<file path="src/rtl/time_counter_if.sv">
// Bundles the control inputs and BCD time outputs of time_counter.
// The master modport belongs to the adjust/tick source; the slave modport belongs to the counter.
interface time_counter_if;
  logic       tick_1hz;
  logic       adj_mode;
  logic       hour_en;
  logic       min_en;
  logic [7:0] sec_bcd;
  logic [7:0] min_bcd;
  logic [7:0] hour_bcd;
  logic       hour_pulse;
  logic       sec_pulse;

  modport master (
    output tick_1hz, adj_mode, hour_en, min_en,
    input  sec_bcd, min_bcd, hour_bcd, hour_pulse, sec_pulse
  );

  modport slave (
    input  tick_1hz, adj_mode, hour_en, min_en,
    output sec_bcd, min_bcd, hour_bcd, hour_pulse, sec_pulse
  );
endinterface

</file>
<file path="src/rtl/time_counter.sv">
// Packed-BCD hh:mm:ss timekeeper advanced by a 1 Hz enable tick.
// In adjust mode it steps hours or minutes from single-cycle pulses instead.
module time_counter #(
  parameter int HOURS          = 24,
  parameter bit SEC_CLR_ON_ADJ = 1'b1
) (
  input logic          clk,
  input logic          rst_n,
  time_counter_if.slave bus
);

  localparam logic [7:0] HOUR_RESET = (HOURS == 12) ? 8'h12 : 8'h00;
  localparam logic [7:0] HOUR_LAST  = (HOURS == 12) ? 8'h12 : 8'h23;
  localparam logic [7:0] HOUR_WRAP  = (HOURS == 12) ? 8'h01 : 8'h00;

  logic [7:0] sec_q, min_q, hour_q;
  logic [7:0] sec_next, min_next, hour_next;
  logic       sec_pulse_q, hour_pulse_q;
  logic       sec_pulse_next, hour_pulse_next;
  logic       sec_wrap, min_wrap;

  // Wraps to first at last, so nibbles A..F are never produced.
  function automatic logic [7:0] bcd_step(input logic [7:0] value,
                                          input logic [7:0] last,
                                          input logic [7:0] first);
    logic [7:0] result;
    if (value == last) begin
      result = first;
    end else if (value[3:0] >= 4'd9) begin
      result = {value[7:4] + 4'd1, 4'd0};
    end else begin
      result = {value[7:4], value[3:0] + 4'd1};
    end
    return result;
  endfunction

  assign sec_wrap = (sec_q == 8'h59);
  assign min_wrap = (min_q == 8'h59);

  always_comb begin
    sec_next        = sec_q;
    min_next        = min_q;
    hour_next       = hour_q;
    sec_pulse_next  = 1'b0;
    hour_pulse_next = 1'b0;
    if (bus.adj_mode) begin
      // Adjust mode ignores the tick; minute steps never carry into hours.
      if (SEC_CLR_ON_ADJ) begin
        sec_next = 8'h00;
      end
      if (bus.hour_en) begin
        hour_next = bcd_step(hour_q, HOUR_LAST, HOUR_WRAP);
      end
      if (bus.min_en) begin
        min_next = bcd_step(min_q, 8'h59, 8'h00);
      end
    end else if (bus.tick_1hz) begin
      sec_next       = bcd_step(sec_q, 8'h59, 8'h00);
      sec_pulse_next = 1'b1;
      if (sec_wrap) begin
        min_next = bcd_step(min_q, 8'h59, 8'h00);
        if (min_wrap) begin
          hour_next       = bcd_step(hour_q, HOUR_LAST, HOUR_WRAP);
          hour_pulse_next = 1'b1;
        end
      end
    end
  end

  always_ff @(posedge clk or negedge rst_n) begin
    if (!rst_n) begin
      sec_q        <= 8'h00;
      min_q        <= 8'h00;
      hour_q       <= HOUR_RESET;
      sec_pulse_q  <= 1'b0;
      hour_pulse_q <= 1'b0;
    end else begin
      sec_q        <= sec_next;
      min_q        <= min_next;
      hour_q       <= hour_next;
      sec_pulse_q  <= sec_pulse_next;
      hour_pulse_q <= hour_pulse_next;
    end
  end

  assign bus.sec_bcd    = sec_q;
  assign bus.min_bcd    = min_q;
  assign bus.hour_bcd   = hour_q;
  assign bus.sec_pulse  = sec_pulse_q;
  assign bus.hour_pulse = hour_pulse_q;

endmodule

</file>
<file path="src/flat_wrapper.sv">
// flat-port wrapper written by rule: the top's interface ports become plain ports
module time_counter_flat 
#(
  parameter int HOURS          = 24,
  parameter bit SEC_CLR_ON_ADJ = 1'b1
)
  (clk, rst_n, bus_tick_1hz, bus_adj_mode, bus_hour_en, bus_min_en, bus_sec_bcd, bus_min_bcd, bus_hour_bcd, bus_hour_pulse, bus_sec_pulse);
  time_counter_if bus_i ();
  input logic clk;
  input logic rst_n;
  input wire logic [$bits(bus_i.tick_1hz)-1:0] bus_tick_1hz;
  input wire logic [$bits(bus_i.adj_mode)-1:0] bus_adj_mode;
  input wire logic [$bits(bus_i.hour_en)-1:0] bus_hour_en;
  input wire logic [$bits(bus_i.min_en)-1:0] bus_min_en;
  output wire logic [$bits(bus_i.sec_bcd)-1:0] bus_sec_bcd;
  output wire logic [$bits(bus_i.min_bcd)-1:0] bus_min_bcd;
  output wire logic [$bits(bus_i.hour_bcd)-1:0] bus_hour_bcd;
  output wire logic [$bits(bus_i.hour_pulse)-1:0] bus_hour_pulse;
  output wire logic [$bits(bus_i.sec_pulse)-1:0] bus_sec_pulse;
  assign bus_i.tick_1hz = bus_tick_1hz;
  assign bus_i.adj_mode = bus_adj_mode;
  assign bus_i.hour_en = bus_hour_en;
  assign bus_i.min_en = bus_min_en;
  assign bus_sec_bcd = bus_i.sec_bcd;
  assign bus_min_bcd = bus_i.min_bcd;
  assign bus_hour_bcd = bus_i.hour_bcd;
  assign bus_hour_pulse = bus_i.hour_pulse;
  assign bus_sec_pulse = bus_i.sec_pulse;
  time_counter #(.HOURS(HOURS), .SEC_CLR_ON_ADJ(SEC_CLR_ON_ADJ)) u_core (.clk(clk), .rst_n(rst_n), .bus(bus_i));
endmodule
</file>
<file path="config.mk">
export PLATFORM = sky130hd
export DESIGN_NAME = time_counter_flat
export DESIGN_NICKNAME = d
export VERILOG_FILES = /design/src/rtl/time_counter_if.sv /design/src/rtl/time_counter.sv /design/src/flat_wrapper.sv
export SDC_FILE = /design/constraint.sdc
export NUM_CORES = 1
export LEC_CHECK = 0
export CAP_MARGIN = 15
export CORE_UTILIZATION = 46
export CTS_CLUSTER_SIZE = 8
export DETAILED_ROUTE_END_ITERATION = 16
export PLACE_DENSITY = 0.74
export SLEW_MARGIN = 25
export SYNTH_ARGS = -nofsm -noshare
export SYNTH_HDL_FRONTEND = slang
export SYNTH_SLANG_ARGS = --single-unit
</file>
<file path="constraint.sdc">
create_clock -name clk -period 1.75 [get_ports clk]
set_input_delay 0.35 -clock clk [delete_from_list [all_inputs] [get_ports clk]]
set_output_delay 0.35 -clock clk [all_outputs]
set_load 0.005 [all_outputs]
</file>
==> reports/metrics.csv <==
stage,metric,value,unit
logic_synthesis,Seq cells post-synth,26,
logic_synthesis,syn nets,177,
logic_synthesis,top post-synthesis cells by area,"dfrtp_1, ha_1, nand3_1",
placed_design,dpl cells,255,
sta,"Hold Vio Cnt, Final",0,
final_layout,Final Cell Area,2300,um^2
floorplan,row count,20,
floorplan,die area,3580,um^2
routing,residual DRC count,0,
cts,H-tree depth,1,
final_layout,Nets,245,
routing,top sig layer,met4,
logic_synthesis,Synth Area in Adders,12.2,%
logic_synthesis,number of flops mapped to enable cells by yosys,0,
sta,max_slew headroom,69.6,%
routing,DR WL met3,109,um
global_routing,largest net degree at the start of global routing,27,
cts,CTS tree,built,
cts,Worst-path clk slew,0.15,ns
sta,crit path time final,1.83,ns
logic_synthesis,"top cells by count, synth","dfrtp_1, ha_1, inv_1",
sta,unrepaired setup endpoints after global routing,true,
placed_design,Port Buffer Count,31,
final_layout,Area Growth Syn to Fin,49.2,%
run_status,outcome,"finished, violations left",
logic_synthesis,most frequent cell after synthesis,dfrtp_1,
logic_synthesis,Ys Warns,0,
power,Peak VDD IR,0.000593,V
placed_design,gpl congestion,0.838,
logic_synthesis,Simple-Gate Fraction of Synth Area,22.5,%
critical_path,Critical Path End Type,flip-flop,
cts,Max clock buf depth,2,
sta,fin crit share,105,%
critical_path,CP Launch Point,bus_tick_1hz,
logic_synthesis,Post-Syn Instances,156,
power,Leakage,1.06,nW
logic_synthesis,ys async rst share,100,%
cts,clock sink total,26,
sta,Slew @ Worst Pin,0.450,ns
floorplan,Ports,32,
sta,FMAX,0.545,GHz
logic_synthesis,register area share after synthesis,42.2,%
routing,wire length on met2,2.04,mm
sta,PnR worst setup slack,-0.0834,ns
final_layout,# diodes,0,
logic_synthesis,post-synth top area share,42.2,%
floorplan,initial core utilization,49.6,%
sta,clk_skew,0.00959,ns
global_routing,GRT Util Overall,23.2,%
cts,Num CTS Buffers,3,
final_layout,share of cells above drive strength 1,28.7,%
floorplan,Die W,59.9,um
run_status,failing checks,negative setup slack,
cts,Worst-Skew Late Latency,0.32,ns
final_layout,"non-filler cells, final",267,
floorplan,die height,59.9,um
critical_path,CP Class,in2reg,
placed_design,Post-Place Cell Area,2110,um^2
sta,Final Slew Violations,0,
critical_path,Worst EP required,1.98,ns
routing,vias,1458,
routing,post-DR wirelength/cell,14.9,um
routing,wl on met1,1.77,mm
sta,Final Setup Violations,11,
global_routing,Congestion Overflow GR,0,
routing,routed vias/inst,5.46,
logic_synthesis,post-synthesis xor/xnor area fraction,1.14,%
floorplan,CORE AREA,3100,um^2
job,max_cap viols,0,
power,PwrDens,1040,nW/um^2
logic_synthesis,Mapped Area,1540,um^2
routing,initial DRC count,78,
logic_synthesis,Compound-Gate Fraction of Synth Area,14.7,%
routing,DRT Pass-1 Iters,4,
logic_synthesis,post-synthesis mux area share,2.76,%
critical_path,critical-path maximum fanout,8,
logic_synthesis,post-synth cell types,40,
critical_path,Critical R2R Launch,u_core.bus.sec_bcd[7],
cts,clock root buffer,clkbuf_4,
global_routing,vias in the first global route,1425,
logic_synthesis,largest family of logic cells by synthesized area,simple AND/OR/NAND/NOR gates,
critical_path,Worst EP arrival,2.06,ns
logic_synthesis,average cell area after synthesis,9.87,um^2
global_routing,first-pass GRT wire length,6.31,mm
routing,post-route antenna net violation count,0,
critical_path,Worst Setup Start Kind,input pin,
min_path,HP Class,in2async,
global_routing,number of antenna violations at the first check in global routing,0,
logic_synthesis,biggest area consumer among synthesized cells,dfrtp_1,
logic_synthesis,ys flop type,dfrtp_1,
routing,Routed WL,3.98,mm
placed_design,DP HPWL,2.75,mm
path summary, 6_finish.rpt:
path,to,slack [ns],depth (start not counted)
worst max-delay path,u_core.bus.hour_bcd[6],-0.08,6
worst min-delay path,u_core.bus.hour_pulse,0.38,2
worst max register to register,u_core.bus.hour_bcd[6],-0.05,5
worst min register to register,u_core.bus.hour_bcd[7],0.52,1
max in group asynchronous,u_core.bus.sec_bcd[0],1.09,2
min in group clk,u_core.bus.hour_bcd[7],0.52,1
power breakdown:
| part | leakage (nW) | total, mW | switching, mW | internal, mW |
|---|---|---|---|---|
| sequential | 0.342 | 0.880 | 0.145 | 0.735 |
| combinational | 0.700 | 1.20 | 0.521 | 0.680 |
| clock | 0.0210 | 0.308 | 0.181 | 0.127 |
| total | 1.06 | 2.39 | 0.847 | 1.54 |
worst max-delay path, cell delays in order:
cell and delay, ns:
clkdlybuf4s50_1 0.52, nor4b_4 0.28, or4b_4 0.55, clkinv_4 0.10
o211ai_1 0.12, xnor2_1 0.14
what timing repair did:
action                     4_1_cts  5_1_grt
pin swaps                        8        4
setup buffers                    6        2
cloned                           0        0
gates resized for setup          9       19
setup endpoints to repair       12       24
hold buffers                     0        0
cell families after synthesis:
kind of cell,Yosys count
AO/OA/AOI/OAI,35
adder cells (fa/ha/maj),15
AND/OR/NAND/NOR,57
buffers and inverters,17
flip-flops,26
multiplexers,4
XOR/XNOR,2
stage by stage:
| stage | TNS, ns | hold slack (ns) | power, mW | util (%) | setup slack, ns |
|---|---|---|---|---|---|
| after global placement | -3.79 | 0.485 | 1.87 | 68.1 | -0.370 |
| final | -0.400 | 0.378 | 2.39 | 74.1 | -0.0834 |
| after floorplan | -0.00330 | 0.0544 | 1.31 | - | -0.00330 |
| after global routing | -1.12 | 0.383 | 2.57 | 74.1 | -0.110 |
| after detailed placement | -4.77 | 0.504 | 1.95 | 68.1 | -0.452 |
| after CTS | -0.290 | 0.390 | 2.31 | 71.5 | -0.0583 |
cell type report:
| type | instances | area (um^2) |
|---|---|---|
| multi-input cells | 113 | 897 |
| fillers | 246 | 805 |
| flip-flops and latches | 26 | 653 |
| repair buffers | 67 | 603 |
| well taps | 44 | 55.1 |
| inverters | 13 | 53.8 |
| clock buffers | 4 | 36.3 |
sequential cells by signal, summed over array words and instances, names as in the netlist:
signal,flops
u_core.bus.hour_bcd,8
u_core.bus.sec_pulse,1
u_core.bus.hour_pulse,1
u_core.bus.sec_bcd,8
u_core.bus.min_bcd,8
cell usage in the layout (no fill, tap or decap), types with 3 or more instances in the layout:
cell	instances
clkbuf_4	3
buf_6	4
nor2b_1	3
inv_1	9
nand3b_1	3
clkdlybuf4s50_1	25
nand3_1	11
nand2_1	7
nand2b_1	5
o211ai_1	3
o21ai_0	7
inv_2	3
nor2_1	8
ha_1	13
buf_4	32
dfrtp_1	24
a21oi_1	4
a31oi_1	3
dlymetal6s2s_1	4
layer usage:
layer,up-vias,GRT usage [%]
met3,6,2.38
met4,0,8.97
met1,723,30.7
li1,696,-
met2,33,38.7
met5,-,0
Power figures use the tool's default switching activity.
